==> src/rtl/json_drive_pkg.sv <==
// Shared constants, state encoding and sizing helpers for the JSON drive-command sender.
package json_drive_pkg;

  localparam logic [7:0] LBRACE   = 8'h7B;
  localparam logic [7:0] QUOTE    = 8'h22;
  localparam logic [7:0] COLON    = 8'h3A;
  localparam logic [7:0] COMMA    = 8'h2C;
  localparam logic [7:0] DOT      = 8'h2E;
  localparam logic [7:0] MINUS    = 8'h2D;
  localparam logic [7:0] RBRACE   = 8'h7D;
  localparam logic [7:0] LF       = 8'h0A;
  localparam logic [7:0] DIGIT0   = 8'h30;
  localparam logic [7:0] LETTER_T = 8'h54;
  localparam logic [7:0] LETTER_L = 8'h4C;
  localparam logic [7:0] LETTER_R = 8'h52;

  typedef enum logic [1:0] {
    IDLE = 2'd0,
    LOAD = 2'd1,
    SEND = 2'd2
  } state_t;

  // Longest frame: fixed punctuation plus two signed numbers.
  function automatic int max_frame_len(input int frac_digits);
    return 18 + 2 * (frac_digits + 2) + 2;
  endfunction

  // Widest rendered number: sign, integer digit, dot, fraction digits.
  function automatic int num_chars(input int frac_digits);
    return frac_digits + 3;
  endfunction

endpackage

==> src/rtl/json_num_fmt.sv <==
// Combinational signed fixed-point to ASCII formatter; magnitude clamps to 1.0 (or 1.00).
// Character i of the result sits in chars[8*i +: 8]; count gives the number of valid characters.
module json_num_fmt
  import json_drive_pkg::*;
#(
  parameter int SPEED_W     = 8,
  parameter int FRAC_DIGITS = 1
) (
  input  logic [SPEED_W-1:0]             value,
  output logic [8*(FRAC_DIGITS+3)-1:0]   chars,
  output logic [2:0]                     count,
  output logic                           clamped
);

  localparam int unsigned SCALE = 10 ** FRAC_DIGITS;
  localparam logic [SPEED_W:0] SCALE_W = (SPEED_W + 1)'(SCALE);

  logic                            neg;
  logic [SPEED_W:0]                mag;
  logic [SPEED_W:0]                mag_clamped;
  int unsigned                     mag_int;
  logic [8*(FRAC_DIGITS+2)-1:0]    body;

  // One extra bit keeps the most-negative input representable after negation.
  assign neg         = value[SPEED_W-1];
  assign mag         = neg ? ((~{1'b1, value}) + (SPEED_W + 1)'(1)) : {1'b0, value};
  assign clamped     = mag > SCALE_W;
  assign mag_clamped = clamped ? SCALE_W : mag;
  assign mag_int     = 32'(mag_clamped);

  assign body[7:0]  = DIGIT0 + 8'(mag_int / SCALE);
  assign body[15:8] = DOT;

  generate
    for (genvar gi = 0; gi < FRAC_DIGITS; gi++) begin : g_frac
      localparam int unsigned DIV = 10 ** (FRAC_DIGITS - 1 - gi);
      assign body[8*(gi+2) +: 8] = DIGIT0 + 8'((mag_int / DIV) % 10);
    end
  endgenerate

  assign chars = neg ? {body, MINUS} : {8'h00, body};
  assign count = neg ? 3'(FRAC_DIGITS + 3) : 3'(FRAC_DIGITS + 2);

endmodule

==> src/rtl/json_drive_tx.sv <==
// Streams {"T":t,"L":l,"R":r}\n frames to a UART byte sink, with a one-entry pending command slot.
// Optional JSON_DRIVE_TX_STATS_EN adds frames_sent and clamp_count counters.
module json_drive_tx
  import json_drive_pkg::*;
#(
  parameter int SPEED_W     = 8,
  parameter int FRAC_DIGITS = 1,
  parameter int CMD_TYPE    = 1
) (
  input  logic               clk,
  input  logic               rst,
  input  logic               cmd_valid,
  output logic               cmd_ready,
  input  logic [SPEED_W-1:0] cmd_left,
  input  logic [SPEED_W-1:0] cmd_right,
  output logic [7:0]         tx_data,
  output logic               tx_valid,
  input  logic               tx_ready,
  output logic               busy
`ifdef JSON_DRIVE_TX_STATS_EN
  ,
  output logic [15:0]        frames_sent,
  output logic [15:0]        clamp_count
`endif
);

  localparam int MAX_LEN = max_frame_len(FRAC_DIGITS);
  localparam int NCH     = num_chars(FRAC_DIGITS);
  localparam int IDX_W   = $clog2(MAX_LEN + 1);

  state_t state_reg, state_next;

  logic [SPEED_W-1:0] act_left_reg, act_right_reg;
  logic [SPEED_W-1:0] slot_left_reg, slot_right_reg;
  logic               slot_full_reg;
  logic [IDX_W-1:0]   idx_reg, len_reg;
  logic [7:0]         buf_reg [MAX_LEN];
  logic [7:0]         frame_comb [MAX_LEN];

  logic [8*NCH-1:0]   left_chars, right_chars;
  logic [2:0]         left_cnt, right_cnt;
  logic               left_clamped, right_clamped;
  logic [IDX_W-1:0]   right_base, tail_base;

  logic accept, tx_fire, last_byte;

  assign accept    = cmd_valid && cmd_ready;
  assign tx_fire   = tx_valid && tx_ready;
  assign last_byte = (idx_reg == len_reg - IDX_W'(1));

  json_num_fmt #(.SPEED_W(SPEED_W), .FRAC_DIGITS(FRAC_DIGITS)) u_fmt_left (
    .value   (act_left_reg),
    .chars   (left_chars),
    .count   (left_cnt),
    .clamped (left_clamped)
  );

  json_num_fmt #(.SPEED_W(SPEED_W), .FRAC_DIGITS(FRAC_DIGITS)) u_fmt_right (
    .value   (act_right_reg),
    .chars   (right_chars),
    .count   (right_cnt),
    .clamped (right_clamped)
  );

  // Left number always starts at byte 11; everything after it shifts with its length.
  assign right_base = IDX_W'(11) + IDX_W'(left_cnt);
  assign tail_base  = right_base + IDX_W'(5) + IDX_W'(right_cnt);

  always_comb begin
    for (int i = 0; i < MAX_LEN; i++) frame_comb[i] = 8'h00;
    frame_comb[0]  = LBRACE;
    frame_comb[1]  = QUOTE;
    frame_comb[2]  = LETTER_T;
    frame_comb[3]  = QUOTE;
    frame_comb[4]  = COLON;
    frame_comb[5]  = DIGIT0 + 8'(CMD_TYPE);
    frame_comb[6]  = COMMA;
    frame_comb[7]  = QUOTE;
    frame_comb[8]  = LETTER_L;
    frame_comb[9]  = QUOTE;
    frame_comb[10] = COLON;
    for (int i = 0; i < NCH; i++) begin
      if (i < int'(left_cnt)) frame_comb[11 + i] = left_chars[8*i +: 8];
    end
    frame_comb[right_base]             = COMMA;
    frame_comb[right_base + IDX_W'(1)] = QUOTE;
    frame_comb[right_base + IDX_W'(2)] = LETTER_R;
    frame_comb[right_base + IDX_W'(3)] = QUOTE;
    frame_comb[right_base + IDX_W'(4)] = COLON;
    for (int i = 0; i < NCH; i++) begin
      if (i < int'(right_cnt)) frame_comb[right_base + IDX_W'(5 + i)] = right_chars[8*i +: 8];
    end
    frame_comb[tail_base]             = RBRACE;
    frame_comb[tail_base + IDX_W'(1)] = LF;
  end

  always_ff @(posedge clk or posedge rst) begin
    if (rst) state_reg <= IDLE;
    else     state_reg <= state_next;
  end

  always_comb begin
    state_next = state_reg;
    unique case (state_reg)
      IDLE: if (accept) state_next = LOAD;
      LOAD: state_next = SEND;
      SEND: if (tx_fire && last_byte) state_next = (slot_full_reg || accept) ? LOAD : IDLE;
      default: state_next = IDLE;
    endcase
  end

  always_comb begin
    tx_valid  = (state_reg == SEND);
    tx_data   = tx_valid ? buf_reg[idx_reg] : 8'h00;
    cmd_ready = !slot_full_reg;
    busy      = (state_reg != IDLE) || slot_full_reg;
  end

  always_ff @(posedge clk or posedge rst) begin
    if (rst) begin
      act_left_reg   <= '0;
      act_right_reg  <= '0;
      slot_left_reg  <= '0;
      slot_right_reg <= '0;
      slot_full_reg  <= 1'b0;
      idx_reg        <= '0;
      len_reg        <= '0;
    end else begin
      unique case (state_reg)
        IDLE: begin
          if (accept) begin
            act_left_reg  <= cmd_left;
            act_right_reg <= cmd_right;
          end
        end
        LOAD: begin
          idx_reg <= '0;
          len_reg <= IDX_W'(18) + IDX_W'(left_cnt) + IDX_W'(right_cnt);
          if (accept) begin
            slot_left_reg  <= cmd_left;
            slot_right_reg <= cmd_right;
            slot_full_reg  <= 1'b1;
          end
        end
        SEND: begin
          if (tx_fire && last_byte) begin
            // A command arriving on the final byte skips the slot and goes straight to active.
            if (slot_full_reg) begin
              act_left_reg  <= slot_left_reg;
              act_right_reg <= slot_right_reg;
              slot_full_reg <= 1'b0;
            end else if (accept) begin
              act_left_reg  <= cmd_left;
              act_right_reg <= cmd_right;
            end
          end else begin
            if (tx_fire) idx_reg <= idx_reg + IDX_W'(1);
            if (accept) begin
              slot_left_reg  <= cmd_left;
              slot_right_reg <= cmd_right;
              slot_full_reg  <= 1'b1;
            end
          end
        end
        default: ;
      endcase
    end
  end

  always_ff @(posedge clk) begin
    if (state_reg == LOAD) begin
      for (int i = 0; i < MAX_LEN; i++) buf_reg[i] <= frame_comb[i];
    end
  end

`ifdef JSON_DRIVE_TX_STATS_EN
  logic [15:0] frames_sent_reg, clamp_count_reg;

  function automatic logic over_range(input logic [SPEED_W-1:0] v);
    logic [SPEED_W:0] m;
    m = v[SPEED_W-1] ? ((~{1'b1, v}) + (SPEED_W + 1)'(1)) : {1'b0, v};
    return m > (SPEED_W + 1)'(10 ** FRAC_DIGITS);
  endfunction

  always_ff @(posedge clk or posedge rst) begin
    if (rst) begin
      frames_sent_reg <= '0;
      clamp_count_reg <= '0;
    end else begin
      if (tx_fire && last_byte) frames_sent_reg <= frames_sent_reg + 16'd1;
      if (accept && (over_range(cmd_left) || over_range(cmd_right)) && clamp_count_reg != 16'hFFFF)
        clamp_count_reg <= clamp_count_reg + 16'd1;
    end
  end

  assign frames_sent = frames_sent_reg;
  assign clamp_count = clamp_count_reg;
`endif

endmodule

==> config.mk <==
export PLATFORM = sky130hd
export DESIGN_NAME = json_drive_tx
export DESIGN_NICKNAME = d
export VERILOG_FILES = /design/src/rtl/json_drive_pkg.sv /design/src/rtl/json_num_fmt.sv /design/src/rtl/json_drive_tx.sv
export SDC_FILE = /design/constraint.sdc
export NUM_CORES = 1
export LEC_CHECK = 0
export ABC_AREA = 1
export CORE_MARGIN = 2
export CORE_UTILIZATION = 35
export CTS_CLUSTER_SIZE = 10
export DETAILED_ROUTE_END_ITERATION = 8
export PLACE_DENSITY_LB_ADDON = 0.05
export SYNTH_ARGS = -nofsm -noshare
export SYNTH_HDL_FRONTEND = slang
export SYNTH_SLANG_ARGS = --single-unit
export TNS_END_PERCENT = 10
==> constraint.sdc <==
create_clock -name clk -period 7.63 [get_ports clk]
set_input_delay 2.289 -clock clk [delete_from_list [all_inputs] [get_ports clk]]
set_output_delay 2.289 -clock clk [all_outputs]
set_load 0.01 [all_outputs]
==> impl_metrics.tcl, run 1 <==
set metrics [dict create \
    grt_use_total_pct 19.6 \
    gr-total-overflow 0 \
    clkLatencyLatePin_ns 0.43 \
    maxSlewHeadroom_pct 27.3 \
    cts_hold_buf 0 \
    clock_sinks 155 \
    rsz0062_at_grt "no" \
    largest_register_ffs 110 \
    synth_seq_cells 155 \
    grt_max_degree 69 \
    hpwl_um 16200 \
    maxCapViolations 0 \
    r2r_end "buf_reg[12][0]" \
    max_freq_ghz 0.172 \
    syn2layout_area_growth_pct 14.7 \
    diodes 0 \
    hold_path_depth 2 \
    setup_viol 0 \
    final_cell_mix "239 x nand2_1, 110 x edfxtp_1, 102 x inv_1" \
    vias_per_cell 5.03 \
    cts-root-buf "clkbuf_16" \
    finalCritPeriodShare_pct 76.1 \
    hold_violations 0 \
    fin_worst_skew_ns 0.0101 \
    tns_ns 0 \
    synthCells 922 \
    worstHoldEndpoint "slot_left_reg[7]" \
    start_util_pct 35.9 \
    grt_pass1_wl_um 36400 \
    routed_wl_um 22800 \
    vias 6420 \
    reg2regPathDepth 10 \
    p_leak_uw 0.00386 \
    wl_per_cell_um 17.8 \
    pin_count 31 \
    grtUsageMet3_pct 3.46 \
    synth_cell_types 36 \
    die_h_um 157 \
    crit_type "reg -> out" \
    numCtsBuffers 17 \
    multi_input_area_um2 3200 \
    regToRegStartpoint "act_left_reg[7]" \
    drc_errors 0 \
    h-tree-depth 4 \
    slew_viol_final 0 \
    detail-route-antenna-nets 0 \
    vdd_drop_max_v 0.000154 \
    p_total_uw 4340 \
    hp-start "slot_left_reg[7]" \
    ff_latch_area_um2 4430 \
    core_um2 22800 \
    cts.clk_slew.worst_paths_ns 0.07 \
    first_global_vias 6430 \
    yosys_warnings 0 \
    grt_util_met2_pct 31.3 \
    worst-path-max-fanout 13 \
    cp-end-kind "output pin" \
    die_w_um 157 \
    die_area_um2 24600 \
    fillers 2291 \
    final_common_cell "nand2_1" \
    post_cts.repair.setup_buffers 0 \
    period_minus_slack_ns 5.81 \
    grt-busiest-layer "met2" \
    portBuffers 30 \
    outcome "finished clean" \
    synth_area_per_cell_um2 8.86 \
    routabilityCongestion 0.872 \
    first_pass_iters 5 \
    power_density_nw_per_um2 464 \
    antenna_found_initial 0 \
    hold_class "reg -> reg" \
    worst_slew_pin_slew_ns 1.09 \
    cts_tree "built" \
    synth-seq-area-share_pct 54.2 \
    rows 55 \
    fin_nets 997 \
    startpoint_type "flop" \
    drive_gt1_share_pct 5.39 \
    r2r_slack_ns 4.33 \
    cts_resized 0 \
    syn_area_um2 8170 \
    required_ns 5.34 \
    use_met1_pct 27.3 \
    worstPathArrival_ns 3.52 \
    first_iter_violations 423 \
    cts_buffer_depth 2 \
]
## critical path: stages (launching register included)
cell	delay (ns)
dfrtp_1	0.59
inv_1	0.18
nor2_1	0.69
buf_4	0.31
nand3_1	0.08
inv_1	0.07
o21ai_0	0.09
nand2_1	0.09
a31oi_1	0.05
a211oi_1	0.33
clkdlybuf4s50_1	0.61
## worst max-delay path by stage
stage,slack (ns),from,to,depth (start not counted)
2_1_floorplan,3.03,state_reg[1],slot_left_reg[0],9
3_3_place_gp,2.35,idx_reg[1],tx_data[4],10
3_5_place_dp,2.25,idx_reg[1],tx_data[6],10
4_1_cts,1.78,idx_reg[1],tx_data[6],10
5_1_grt,1.51,idx_reg[1],tx_data[6],10
6_report,1.82,idx_reg[1],tx_data[6],10
## area by class of cell
class	instances	share of cell area [%]
sequential	155	47.3
multi-input combinational	632	34.1
clock buffer	21	5.07
inverter	105	4.21
tap	313	4.18
timing repair buffer	40	4.01
clock inverter	11	1.15
## routing by layer
metal / wire, um / vias to the layer above
li1: - / 3189
met1: 10900 / 3071
met2: 10800 / 141
met3: 782 / 19
met4: 295 / 0
met5: 0 / -
## Yosys cell counts, drive strengths merged
cell | n | area [um^2]
nand2 | 239 | 897
a22oi | 24 | 180
o21ai | 62 | 314
a221oi | 1 | 8.76
o211ai | 5 | 42.5
or2 | 5 | 31.3
inv | 104 | 390
nand3 | 60 | 300
a211oi | 6 | 45.0
nand4 | 10 | 62.6
o221ai | 2 | 17.5
o31ai | 2 | 15.0
edfxtp | 110 | 3300
nor3 | 7 | 35.0
conb | 2 | 7.51
buf | 23 | 134
dfrtp | 45 | 1130
o22ai | 18 | 113
a31oi | 20 | 125
xnor2 | 5 | 43.8
a21oi | 48 | 240
clkbuf | 15 | 56.3
ha | 26 | 325
a21boi | 1 | 7.51
o2111ai | 1 | 8.76
nor2 | 75 | 289
xor2 | 4 | 35.0
a22o | 1 | 8.76
clkinv | 1 | 3.75
## report_power, final
group / internal (uW) / switching, uW
clock network: 486 / 366
registers: 1370 / 168
logic: 629 / 1330
## stage by stage
| step | hold slack [ns] | cell area (um^2) | std cells | setup slack, ns | util, % |
|---|---|---|---|---|---|
| 6_report | 0.475 | 9370 | 1277 | 1.82 | 41.1 |
| 5_1_grt | 0.493 | 9370 | 1277 | 1.51 | 41.1 |
| 4_1_cts | 0.476 | 9370 | 1277 | 1.78 | 41.1 |
| 3_5_place_dp | 0.459 | 8790 | 1245 | 2.25 | 38.6 |
| 3_3_place_gp | 0.453 | 8790 | 1245 | 2.35 | 38.6 |
| 2_1_floorplan | 0.442 | 8200 | 930 | 3.03 | - |
## logic make-up after synthesis
logic type	count (synthesis)	share of synthesized area, %
adders and majority gates	26	3.98
buffers and inverters	143	7.15
AOI/OAI and AO/OA	191	13.8
and+or+nand+nor	396	19.8
other	2	0.0920
xor gates and xnor gates	9	0.965
DFF	155	54.2
No activity file was read; power rests on OpenSTA's default activity.
==> inputs of run 2 (changes only) <==
clock period = 5.7 ns   (was 7.63 ns; I/O delays follow)
==> run 2 against run 1 <==
  * Clock power is 36% higher
  * Routed wire length down 0.64%
  * Sequential cell count is the same
==> impl_metrics.tcl, run 2 (same netlist as run 1, synthesis figures left out) <==
set metrics [dict create \
    outcome "finished clean" \
    fin_nets 998 \
    die_area_um2 24600 \
    crit_type "reg -> out" \
    grt_max_degree 73 \
    numCtsBuffers 17 \
    vias_per_cell 4.96 \
    cts-root-buf "clkbuf_16" \
    tns_ns 0 \
    worstPathArrival_ns 3.29 \
    h-tree-depth 4 \
    finalCritPeriodShare_pct 87.8 \
    routabilityCongestion 0.853 \
    max_freq_ghz 0.200 \
    cts_tree "built" \
    die_w_um 157 \
    core_um2 22800 \
    slew_viol_final 0 \
    period_minus_slack_ns 5.00 \
    multi_input_area_um2 3200 \
    seqPwrFrac_pct 35.1 \
    setup_ws_ns 0.696 \
    drive_gt1_share_pct 5.18 \
    maxCapViolations 0 \
    clock_sinks 155 \
    power_density_nw_per_um2 622 \
    cts_resized 0 \
    startpoint_type "flop" \
    drc_errors 0 \
    grt_use_total_pct 19.5 \
    setup_viol 0 \
    p_leak_uw 0.00386 \
    largest_register_ffs 110 \
    detail-route-antenna-nets 0 \
    final_area_um2 9380 \
    cp-end-kind "output pin" \
    wl_per_cell_um 17.7 \
    worst-path-max-fanout 23 \
    cts.clk_slew.worst_paths_ns 0.07 \
    final_cell_mix "239 x nand2_1, 110 x edfxtp_1, 102 x inv_1" \
    hpwl_um 16000 \
    fin_worst_skew_ns 0.0129 \
    syn2layout_area_growth_pct 14.9 \
    pwr-share-comb_pct 45.1 \
    rows 55 \
    hold_class "reg -> reg" \
    placed_area_um2 8790 \
    vias 6341 \
    grt_pass1_wl_um 36300 \
    p_total_uw 5840 \
    first_pass_iters 4 \
    final_common_cell "nand2_1" \
    worst_slew_pin_slew_ns 1.06 \
    vdd_drop_max_v 0.000211 \
    p_int_uw 3360 \
    ff_latch_area_um2 4430 \
    switching_share_pct 42.4 \
    pre_cts_ws_ns 1.15 \
    clkLatencyLatePin_ns 0.42 \
    diodes 0 \
    first_global_vias 6280 \
    rsz0062_at_grt "no" \
    cts_buffer_depth 2 \
    gr-total-overflow 0 \
    die_h_um 157 \
    p_clk_share_pct 19.8 \
    fillers 2311 \
    post_cts.repair.setup_buffers 0 \
    hold_violations 0 \
    antenna_found_initial 0 \
    maxSlewHeadroom_pct 29.4 \
    final_util_pct 41.2 \
    first_iter_violations 449 \
    required_ns 3.99 \
    cts_hold_buf 0 \
    routed_wl_um 22600 \
    portBuffers 30 \
    start_util_pct 35.9 \
    pin_count 31 \
    netSwitchingPower_uw 2480 \
]
[run 2: per-stage QoR]
stage                     hold WS [ns]  std cells
after floorplan                  0.442        930
after CTS                        0.474       1278
after global placement           0.454       1246
after detailed placement         0.459       1246
after global routing             0.495       1278
final                            0.471       1278
[run 2: layout make-up]
| class | count | share of cell area [%] |
|---|---|---|
| Sequential cell | 155 | 47.2 |
| Multi-Input combinational cell | 632 | 34.1 |
| Clock buffer | 21 | 4.69 |
| Inverter | 105 | 4.20 |
| Tap cell | 313 | 4.17 |
| Timing Repair Buffer | 41 | 4.08 |
| Clock inverter | 11 | 1.57 |
[run 2: per-layer routing]
| layer | up-vias | wire, um | global-route usage (%) |
|---|---|---|---|
| li1 | 3197 | - | - |
| met1 | 2978 | 10700 | 26.6 |
| met2 | 142 | 10800 | 31.9 |
| met3 | 24 | 825 | 3.57 |
| met4 | 0 | 317 | 5.07 |
| met5 | - | 0 | 0 |
[run 2: power by group through the flow]
stage	Sequential, uW	Clock (uW)	Combinational, uW
after floorplan	2000	0	1890
after CTS	2050	1190	2650
final	2050	1160	2630
after global routing	2100	1230	3010
after detailed placement	2070	0	2640
after global placement	2080	0	2640
[run 2: critical path, stage by stage, from the launching register on]
cell and delay, ns:
dfrtp_1 0.59, nand2_1 0.26, inv_1 0.63, a22oi_1 0.20, a21oi_1 0.27, o21ai_0 0.17
nor2_1 0.17, clkdlybuf4s50_1 0.56
[run 2: path summary, 6_finish.rpt]
check	from	end	slack (ns)	depth (start not counted)
worst max-delay path	idx_reg[1]	tx_data[3]	0.70	7
worst min-delay path	slot_right_reg[2]	slot_right_reg[2]	0.47	2
worst max register to register	act_right_reg[7]	buf_reg[21][5]	2.62	13
worst min register to register	slot_right_reg[2]	slot_right_reg[2]	0.47	2
max in group asynchronous	rst	act_right_reg[0]	3.23	2
min in group asynchronous	rst	slot_right_reg[6]	1.85	2
